[config.mk]
export PLATFORM = sky130hd
export DESIGN_NAME = frame_line_cmd_gen
export DESIGN_NICKNAME = d
export VERILOG_FILES = /design/src/rtl/frame_line_cmd_gen.sv
export SDC_FILE = /design/constraint.sdc
export NUM_CORES = 1
export LEC_CHECK = 0
export ABC_AREA = 1
export ABC_CLOCK_PERIOD_IN_PS = 2200
export CAP_MARGIN = 30
export CORE_MARGIN = 1
export CORE_UTILIZATION = 33
export DETAILED_ROUTE_END_ITERATION = 6
export PLACE_DENSITY = 0.57
export SLEW_MARGIN = 5
export SYNTH_ARGS = -nofsm -noshare
export SYNTH_HDL_FRONTEND = slang
export SYNTH_SLANG_ARGS = --single-unit
[constraint.sdc]
create_clock -name clk -period 2.2 [get_ports clk]
set_clock_uncertainty 0.05 [all_clocks]
set_input_delay 0.66 -clock clk [delete_from_list [all_inputs] [get_ports clk]]
set_output_delay 0.66 -clock clk [all_outputs]
set_load 0.005 [all_outputs]
[src/rtl/frame_line_cmd_gen.sv]
// Write-side line command generator: captures a buffer base on sof
// and issues one memory-write command per image line.
//
// Ports:
//   clk, resetn        clock, synchronous active-low reset
//   sof                write start-of-frame pulse
//   frame_addr         buffer base, valid one cycle after sof
//   img_width          pixels per line
//   img_height         lines per frame
//   stride             byte distance between line starts
//   cmd_valid/ready    command handshake
//   cmd_addr           line start byte address
//   cmd_bytes          line length in bytes
//   cmd_last           last line of the frame
//   busy               frame being issued
//   frame_done         one-cycle pulse after last handshake
//   drop_cnt           saturating count of overwritten pending frames
module frame_line_cmd_gen #(
  parameter int C_ADDR_WIDTH  = 32,
  parameter int C_IMG_WBITS   = 12,
  parameter int C_IMG_HBITS   = 12,
  parameter int C_PIXEL_BYTES = 4,
  parameter int C_DROP_BITS   = 8
) (
  input  logic                    clk,
  input  logic                    resetn,
  input  logic                    sof,
  input  logic [C_ADDR_WIDTH-1:0] frame_addr,
  input  logic [C_IMG_WBITS-1:0]  img_width,
  input  logic [C_IMG_HBITS-1:0]  img_height,
  input  logic [C_ADDR_WIDTH-1:0] stride,
  output logic                    cmd_valid,
  input  logic                    cmd_ready,
  output logic [C_ADDR_WIDTH-1:0] cmd_addr,
  output logic [C_IMG_WBITS+3:0]  cmd_bytes,
  output logic                    cmd_last,
  output logic                    busy,
  output logic                    frame_done,
  output logic [C_DROP_BITS-1:0]  drop_cnt
);

  localparam int SH = $clog2(C_PIXEL_BYTES);

  localparam logic [C_IMG_HBITS-1:0] H_ONE = 1;
  localparam logic [C_DROP_BITS-1:0] D_ONE = 1;

  typedef enum logic {
    IDLE,
    ISSUE
  } state_t;

  state_t state_q;
  state_t state_d;

  logic sof_d;
  logic pend_q;

  logic [C_ADDR_WIDTH-1:0] slot_addr;
  logic [C_IMG_WBITS-1:0]  slot_w;
  logic [C_IMG_HBITS-1:0]  slot_h;
  logic [C_ADDR_WIDTH-1:0] slot_stride;

  logic [C_ADDR_WIDTH-1:0] stride_q;
  logic [C_IMG_HBITS-1:0]  line_q;
  logic [C_IMG_HBITS-1:0]  last_q;

  logic load;
  logic empty;
  logic hs;
  logic fin;
  logic at_last;

  assign at_last = (line_q == last_q);

  always_comb begin
    state_d = state_q;
    load    = 1'b0;
    empty   = 1'b0;
    hs      = 1'b0;
    fin     = 1'b0;
    unique case (state_q)
      IDLE: begin
        if (pend_q) begin
          load = 1'b1;
          if (slot_w == '0 || slot_h == '0) begin
            empty = 1'b1;
          end else begin
            state_d = ISSUE;
          end
        end
      end
      ISSUE: begin
        hs = cmd_ready;
        if (cmd_ready && at_last) begin
          fin     = 1'b1;
          state_d = IDLE;
        end
      end
    endcase
  end

  assign cmd_valid = (state_q == ISSUE);
  assign busy      = (state_q == ISSUE);
  assign cmd_last  = cmd_valid && at_last;

  always_ff @(posedge clk) begin
    if (!resetn) begin
      state_q     <= IDLE;
      sof_d       <= 1'b0;
      pend_q      <= 1'b0;
      slot_addr   <= '0;
      slot_w      <= '0;
      slot_h      <= '0;
      slot_stride <= '0;
      stride_q    <= '0;
      line_q      <= '0;
      last_q      <= '0;
      cmd_addr    <= '0;
      cmd_bytes   <= '0;
      frame_done  <= 1'b0;
      drop_cnt    <= '0;
    end else begin
      state_q    <= state_d;
      sof_d      <= sof;
      frame_done <= fin | empty;

      // A capture in the consume cycle refills the slot; only an
      // unconsumed slot being overwritten counts as a drop.
      if (sof_d) begin
        slot_addr   <= frame_addr;
        slot_w      <= img_width;
        slot_h      <= img_height;
        slot_stride <= stride;
        pend_q      <= 1'b1;
        if (pend_q && !load && drop_cnt != '1) begin
          drop_cnt <= drop_cnt + D_ONE;
        end
      end else if (load) begin
        pend_q <= 1'b0;
      end

      if (load) begin
        stride_q  <= slot_stride;
        line_q    <= '0;
        last_q    <= slot_h - H_ONE;
        cmd_addr  <= slot_addr;
        cmd_bytes <= {4'b0000, slot_w} << SH;
      end else if (hs) begin
        line_q   <= line_q + H_ONE;
        cmd_addr <= cmd_addr + stride_q;
      end
    end
  end

endmodule

# --- Word-level counts from Yosys, hierarchy flattened ---
# Index checks and enable logic that the tools add are counted.
# Widths: inputs -> output; s select.
totals:
  reg_bits: 200
  elab_cells: 51
classes:
  add_sub_neg: 4
  n_eq_ne: 2
  bitwise: 3
  reduce_logical: 12
  mux: 16
op_table:
  columns: ["cell", "count"]
  rows:
  - ["$mux 32", 2]
  - ["$add 32x32->32", 1]
  - ["$logic_not 12->1", 2]
  - ["$mux 1", 13]
  - ["$add 12x1->12 const B", 1]
  - ["$eq 12x12->1", 1]
  - ["$sub 12x1->12 const B", 1]
  - ["$add 8x1->8 const B", 1]
  - ["$ne 8x8->1 const B", 1]
  - ["$logic_and 1x1->1", 4]
  - ["$reduce_bool 2->1", 2]
  - ["$not 1->1", 2]
  - ["$pmux 1 s2", 1]
  - ["$reduce_and 2->1", 1]
  - ["$reduce_or 2->1", 1]
  - ["$logic_not 1->1", 1]
  - ["$logic_or 1x1->1", 1]
  - ["$or 1x1->1", 1]

# --- Logic depth before layout (Yosys ltp) ---
# Gate-level depths: netlist (run 1).
logic_depth:
  word_depth: 6
  depth_mapped: 13

# --- Worst setup path before layout (run 1) ---
# Ideal clock, no wire load.
synth_path:
  kind: "register to register"
  start: "register cmd_addr[0]"
  end: "register cmd_addr[16]"
  path_stages_with_launch: 12
  arrival_ns: 1.761
  synth_period_minus_slack_ns: 1.943
  setup_slack_ns: 0.257
  setup_ns: 0.132
  n_path_buf: 0
  path_cell_list: "dfxtp_1 ha_1 fa_1 nand3_1 nand3_1 nand2_1 nand2_1 nand2_1 nand2_1 or2_2 nand2_1 a21oi_1"
synth_between:
  elab_chain_len: 3
synth_lines:
  columns: ["element", "line_no", "rtl"]
  rows:
  - ["from (decl)", "34", "output logic [C_ADDR_WIDTH-1:0] cmd_addr,"]
  - ["from (signal assigned)", "146", "cmd_addr <= slot_addr;"]
  - ["from (signal assigned)", "150", "cmd_addr <= cmd_addr + stride_q;"]
  - ["$add 32x32->32", "150", null]
  - ["$mux 32", "148", "end else if (hs) begin"]
  - ["$mux 32", "142", "if (load) begin"]
# No other way between the ends. The select of a mux whose other input is x is not followed.
# A chain may end at the register's enable or synchronous reset.

# --- Worst setup path in the final report (run 1) ---
layout_path:
  start: "register line_q[11]"
  end: "output cmd_last"
layout_between:
  elab_chain_len: 2
layout_lines:
  columns: ["element", "line_no", "rtl"]
  rows:
  - ["from (decl)", "64", "logic [C_IMG_HBITS-1:0] line_q;"]
  - ["from (signal assigned)", "149", "line_q <= line_q + H_ONE;"]
  - ["$eq 12x12->1", "73", "assign at_last = (line_q == last_q);"]
  - ["$logic_and 1x1->1", "104", "assign cmd_last = cmd_valid && at_last;"]
  - ["to (decl)", "36", "output logic cmd_last,"]
# No other way between the ends.

==> flow_summary.ini, run 1 <==
[run_status]
status = finished with violations
violations = negative setup slack

[cells_and_area]
layout_commonest_cell = nand2_1
instances_no_fill = 2016
stdcell_area_sq_mm = 0.0126
layout-drive-gt1-share_pct = 7.07
nets = 1740
postLayoutCoreUtil_pct = 42.6
layout_common_cells = nand2_1, nor2_1, inv_1
fill_cells = 3100
diodes = 0
syn2layout_area_growth_pct = 27.0

[logic_synthesis]
synth_edf_count = 0
netlist_area_sq_mm = 0.00995
synth_top_area_share_pct = 40.2
synthArstFlopShare_pct = 0
postSynthAreaPerCell_sq_um = 6.74
ys_seq_area_share_pct = 40.2
yosys_warnings = 0
yosysTopAreaCell = dfxtp_1
netlist_top_cells_area = dfxtp_1, nand2_1, nor2_1
synth_seq_cells = 200
netlist_instances = 1476
synth.distinct_cells = 43
ys.flop_type = dfxtp_1

[flow_run]
maxCapViolCount = 0

[sta]
setup_viol = 1
finalSetupTns_ns = -0.0252
rsz0062_at_grt = yes
worstMarginPinSlew_ns = 0.653
worst_slack_ns = -0.0252
maxSlewViolCount = 0
final_hold_viol_count = 0
relSlewSlack_pct = 56.4
min_period_ns = 2.23
max_freq_mhz = 449
holdWs_ns = 0.385
timing.final.crit_share_pct = 101

[cts]
cts_sinks = 200
cts_tree = yes
path_clk_slew_ns = 0.09
cts_hold_buf = 0
clockBufferDepth = 2
worstSkewPairLatency_ns = 0.45
cts_root_buf = clkbuf_16
htreeDepth = 4
cts_buffers = 17

[die]
dieArea_sq_mm = 0.0308
die_w_um = 176
initial_core_util_pct = 33.6
core_sq_mm = 0.0296
io_pins = 152
die_y_um = 176
row_count = 63

[setup_path]
crit_path_top_delay_cell = dfxtp_1
startpoint_type = flip-flop
endpoint_kind = primary output
worstSetupPathType = reg -> out
crit_fanout = 3
path_cells = xnor2_1, nand4_1, nor3_2, buf_4, buf_6
worstPathRequired_ns = 1.49
cp.arrival_ns = 1.52
slowest_delay_ns = 0.38

[route]
drt_wl_total_mm = 28.7
vias_per_cell = 4.69
drt-initial-drc-count = 470
wire_per_inst_um = 14.2
vias = 9445
drc = 0
drtAntennaViolNets = 0
dr.pass1.iters = 5

[power_and_ir_drop]
power_frac_seq_pct = 47.6
power_leakage_nw = 5.67
switchingPower_mw = 2.40
internal_power_mw = 5.85
power_mw = 8.26
swShare_pct = 29.1
p_per_area_mw_per_mm2 = 654
vdd_drop_max_mv = 0.443
pwr-share-clk_pct = 40.6
power.share.combinational_pct = 11.8

[global_routing]
grt_busiest_layer = met2
use_met3_pct = 3.29
grt_pass1_wl_mm = 46.3
antenna_found_initial = 1
grt_use_met2_pct = 31.6
grtUsageMet1_pct = 25.2
grt-ovfl-total = 0
globalRouteTotalUtil_pct = 19.0
first_global_vias = 9137
grt_start_max_net_pins = 121

[place]
placed_cell_area_sq_mm = 0.0119
dp_hpwl_mm = 21.0
dp_slack_ns = -0.143
placedCellCount = 1983
gp_congestion = 0.896
port_buffers = 147

[min_path]
hold_path.class = reg -> reg
## per-layer routing
layer | up-vias | part of all wire (%)
met1 | 4303 | 49
met3 | 27 | 3.6
met5 | - | 0.059
met2 | 158 | 46
li1 | 4955 | -
met4 | 2 | 1.3
## final cells by class
cell class                      count  area [sq um]  area share [%]
Clock buffer                       17           425            3.37
Clock inverter                     15           205            1.62
Inverter                          194           731            5.78
Multi-Input combinational cell   1019          4980            39.4
Sequential cell                   200          4020            31.8
Tap cell                          390           488            3.86
Timing Repair Buffer              181          1790            14.1
## critical path, delay by kind of cell, from the launching register on
| family | cells | cell delay, ns |
|---|---|---|
| simple gates | 2 | 0.32 |
| buf+inv | 2 | 0.24 |
| xor+xnor | 1 | 0.14 |
| flops | 1 | 0.38 |
## flip-flops by register name, summed over array words and instances (netlist names)
name and flops:
sof_d 1, cmd_addr 32, slot_h 12, slot_addr 32
busy 1, slot_w 12, pend_q 1, frame_done 1
cmd_bytes 12, drop_cnt 8, stride_q 32, line_q 12
last_q 12, slot_stride 32
## repair_timing
action,in CTS,in global routing
resized for setup,9,24
pin swaps,3,7
endpoints found under the setup margin,1,10
setup buffers,0,1
## synth_stat cells (2+ instances only)
master    count
a21oi_1     103
a221oi_1      2
a22o_1       17
a31oi_1      15
and2_1        2
buf_2        17
buf_4         8
clkbuf_1     39
dfxtp_1     200
ha_1         34
inv_1       191
inv_2         2
nand2_1     288
nand2_2       2
nand3_1      47
nand3b_1      4
nand4_1       2
nor2_1      278
nor2_4        2
nor3_1        8
nor3_2        2
nor4_1        3
o21ai_0     164
o21ai_1       5
o21bai_1      2
or2_2         2
xnor2_1       7
xor2_1       15
## power groups by stage
stage	Clock [mW]	Sequential, mW	Combinational [mW]
after CTS	3.43	3.93	0.983
after detailed placement	0	4.01	0.976
after global routing	3.57	3.95	1.10
after floorplan	0	3.97	0.565
after global placement	0	4.01	0.966
final	3.35	3.93	0.975
## kinds of logic (layout without fill, tap and decap cells)
logic type	count (synthesis)	after routing	share of synthesized area [%]
AOI/OAI and AO/OA	313	313	16.8
xor gates and xnor gates	22	22	1.94
adders and majority gates	35	35	4.48
buffers and inverters	260	407	10.4
DFF	200	200	40.2
other	1	4	0.0377
and+or+nand+nor	645	645	26.0
## final timing paths
kind                             startpoint            to  cells after the start  slack [ns]
worst max-delay path             line_q[11]      cmd_last                      5       -0.03
worst min-delay path              slot_h[0]     last_q[0]                      1        0.39
worst max register to register  cmd_addr[0]  cmd_addr[16]                     11        0.17
worst min register to register    slot_h[0]     last_q[0]                      1        0.39
Power figures use the tool's default switching activity.
==> inputs of run 2 (changes only) <==
- CELL_PAD_IN_SITES_DETAIL_PLACEMENT: default -> 0
- CELL_PAD_IN_SITES_GLOBAL_PLACEMENT: default -> 1
- PLACE_DENSITY: 0.57 -> 0.74
==> run 2 against run 1 <==
  * The flow still finishes with violations (negative setup slack)
  * First-iteration DRC count is 2.1% higher
  * Cell count is 0.15% higher
  * Worst setup slack worse by 0.0064 ns
  * Largest power group unchanged
==> flow_summary.ini, run 2 (same netlist as run 1, synthesis figures left out) <==
[sta]
setup_viol = 1
final_hold_viol_count = 0
timing.final.crit_share_pct = 101
maxSlewViolCount = 0
worstMarginPinSlew_ns = 0.815
max_freq_mhz = 448
min_period_ns = 2.23
relSlewSlack_pct = 45.7
rsz0062_at_grt = yes
worst_slack_ns = -0.0316

[cts]
path_clk_slew_ns = 0.09
post_cts_buffers = 0
cts_hold_buf = 0
cts_tree = yes
htreeDepth = 4
worstSkewPairLatency_ns = 0.45
cts_root_buf = clkbuf_16
cts_buffers = 17
clockBufferDepth = 2
cts_sinks = 200

[cells_and_area]
layout_commonest_cell = nand2_1
postLayoutCoreUtil_pct = 42.6
instances_no_fill = 2019
layout-drive-gt1-share_pct = 6.94
layout_common_cells = nand2_1, nor2_1, dfxtp_1
diodes = 0
nets = 1743
syn2layout_area_growth_pct = 27.0

[route]
vias = 9364
dr.pass1.iters = 6
drc = 0
drt_wl_total_mm = 29.1
drtAntennaViolNets = 0
wire_per_inst_um = 14.4
drt-initial-drc-count = 480
vias_per_cell = 4.64

[die]
die_y_um = 176
core_sq_mm = 0.0296
io_pins = 152
dieArea_sq_mm = 0.0308
initial_core_util_pct = 33.6
row_count = 63
die_w_um = 176

[setup_path]
crit_start = busy
startpoint_type = flip-flop
endpoint_kind = primary output
crit_path_top_delay_cell = dfxtp_1
worstPathRequired_ns = 1.49
path_cells = inv_1, a21oi_1, nand4_1, nor3_2, buf_4, buf_6
worstSetupPathType = reg -> out
cp.arrival_ns = 1.52
crit_fanout = 3
slowest_delay_ns = 0.34
r2r_start = cmd_addr[15]

[run_status]
status = finished with violations
violations = negative setup slack

[place]
dp_hpwl_mm = 21.4
dp_slack_ns = -0.142
gp_congestion = 0.860
port_buffers = 147
placedCellCount = 1987

[flow_run]
maxCapViolCount = 0

[power_and_ir_drop]
vdd_drop_max_mv = 0.477
p_per_area_mw_per_mm2 = 648
power_mw = 8.18
power_leakage_nw = 5.67

[global_routing]
grt-ovfl-total = 0
grt_start_max_net_pins = 75
antenna_found_initial = 1
use_met3_pct = 2.79
grt_busiest_layer = met2
globalRouteTotalUtil_pct = 19.1
grt_pass1_wl_mm = 46.5
first_global_vias = 9022
grt_use_met2_pct = 31.9
grtUsageMet1_pct = 25.5

[min_path]
hold_path.class = reg -> reg
worstHoldStart = slot_h[0]
==> run 2: cell types whose count changed in the layout (fill, tap and decap cells not counted), sizes merged <==
cell	before	now
buf	36	39
clkinv	6	10
inv	202	198
==> run 2: area by class of cell <==
class | instances | area (sq um)
clock buffers | 17 | 425
clock inverters | 15 | 198
inverters | 194 | 731
multi-input cells | 1019 | 4980
well taps | 390 | 488
flip-flops and latches | 200 | 4010
fillers | 3139 | 17000
repair buffers | 184 | 1800
==> run 2: power by group <==
part / switching (mW) / internal, mW / total, mW
Clock: 1.72 / 1.57 / 3.28
Sequential: 0.116 / 3.81 / 3.93
Combinational: 0.528 / 0.448 / 0.976
==> run 2: through the flow <==
stage                     cell area, sq um  setup TNS [ns]  hold slack, ns
after floorplan                       9960               0           0.356
after global placement               11900           -1.01           0.362
after detailed placement             11900           -1.73           0.375
after CTS                            12600         -0.0911           0.382
after global routing                 12600          -0.105           0.423
final                                12600         -0.0316           0.378
==> run 2: critical path: cells and delay by family, from the launching register on <==
family	cells	cell delay [ns]
simple gates	2	0.30
flops	1	0.34
buf+inv	3	0.30
compound gates	1	0.15
==> run 2: routing by layer <==
metal	part of all wire [%]	vias up
met1	48	4237
met4	1.7	0
met3	3.1	26
li1	-	4956
met2	47	145
met5	0	-
==> run 2: final timing paths <==
kind / end / slack, ns / cells after the start
hold reg to reg: last_q[0] / 0.38 / 1
hold / removal: last_q[0] / 0.38 / 1
setup reg to reg: cmd_addr[24] / 0.08 / 10
setup / recovery: cmd_last / -0.03 / 6
==> run 2: timing repair <==
item,in CTS,in global routing
gates resized for setup,7,22
setup endpoints to repair,1,14
pin swaps,3,2
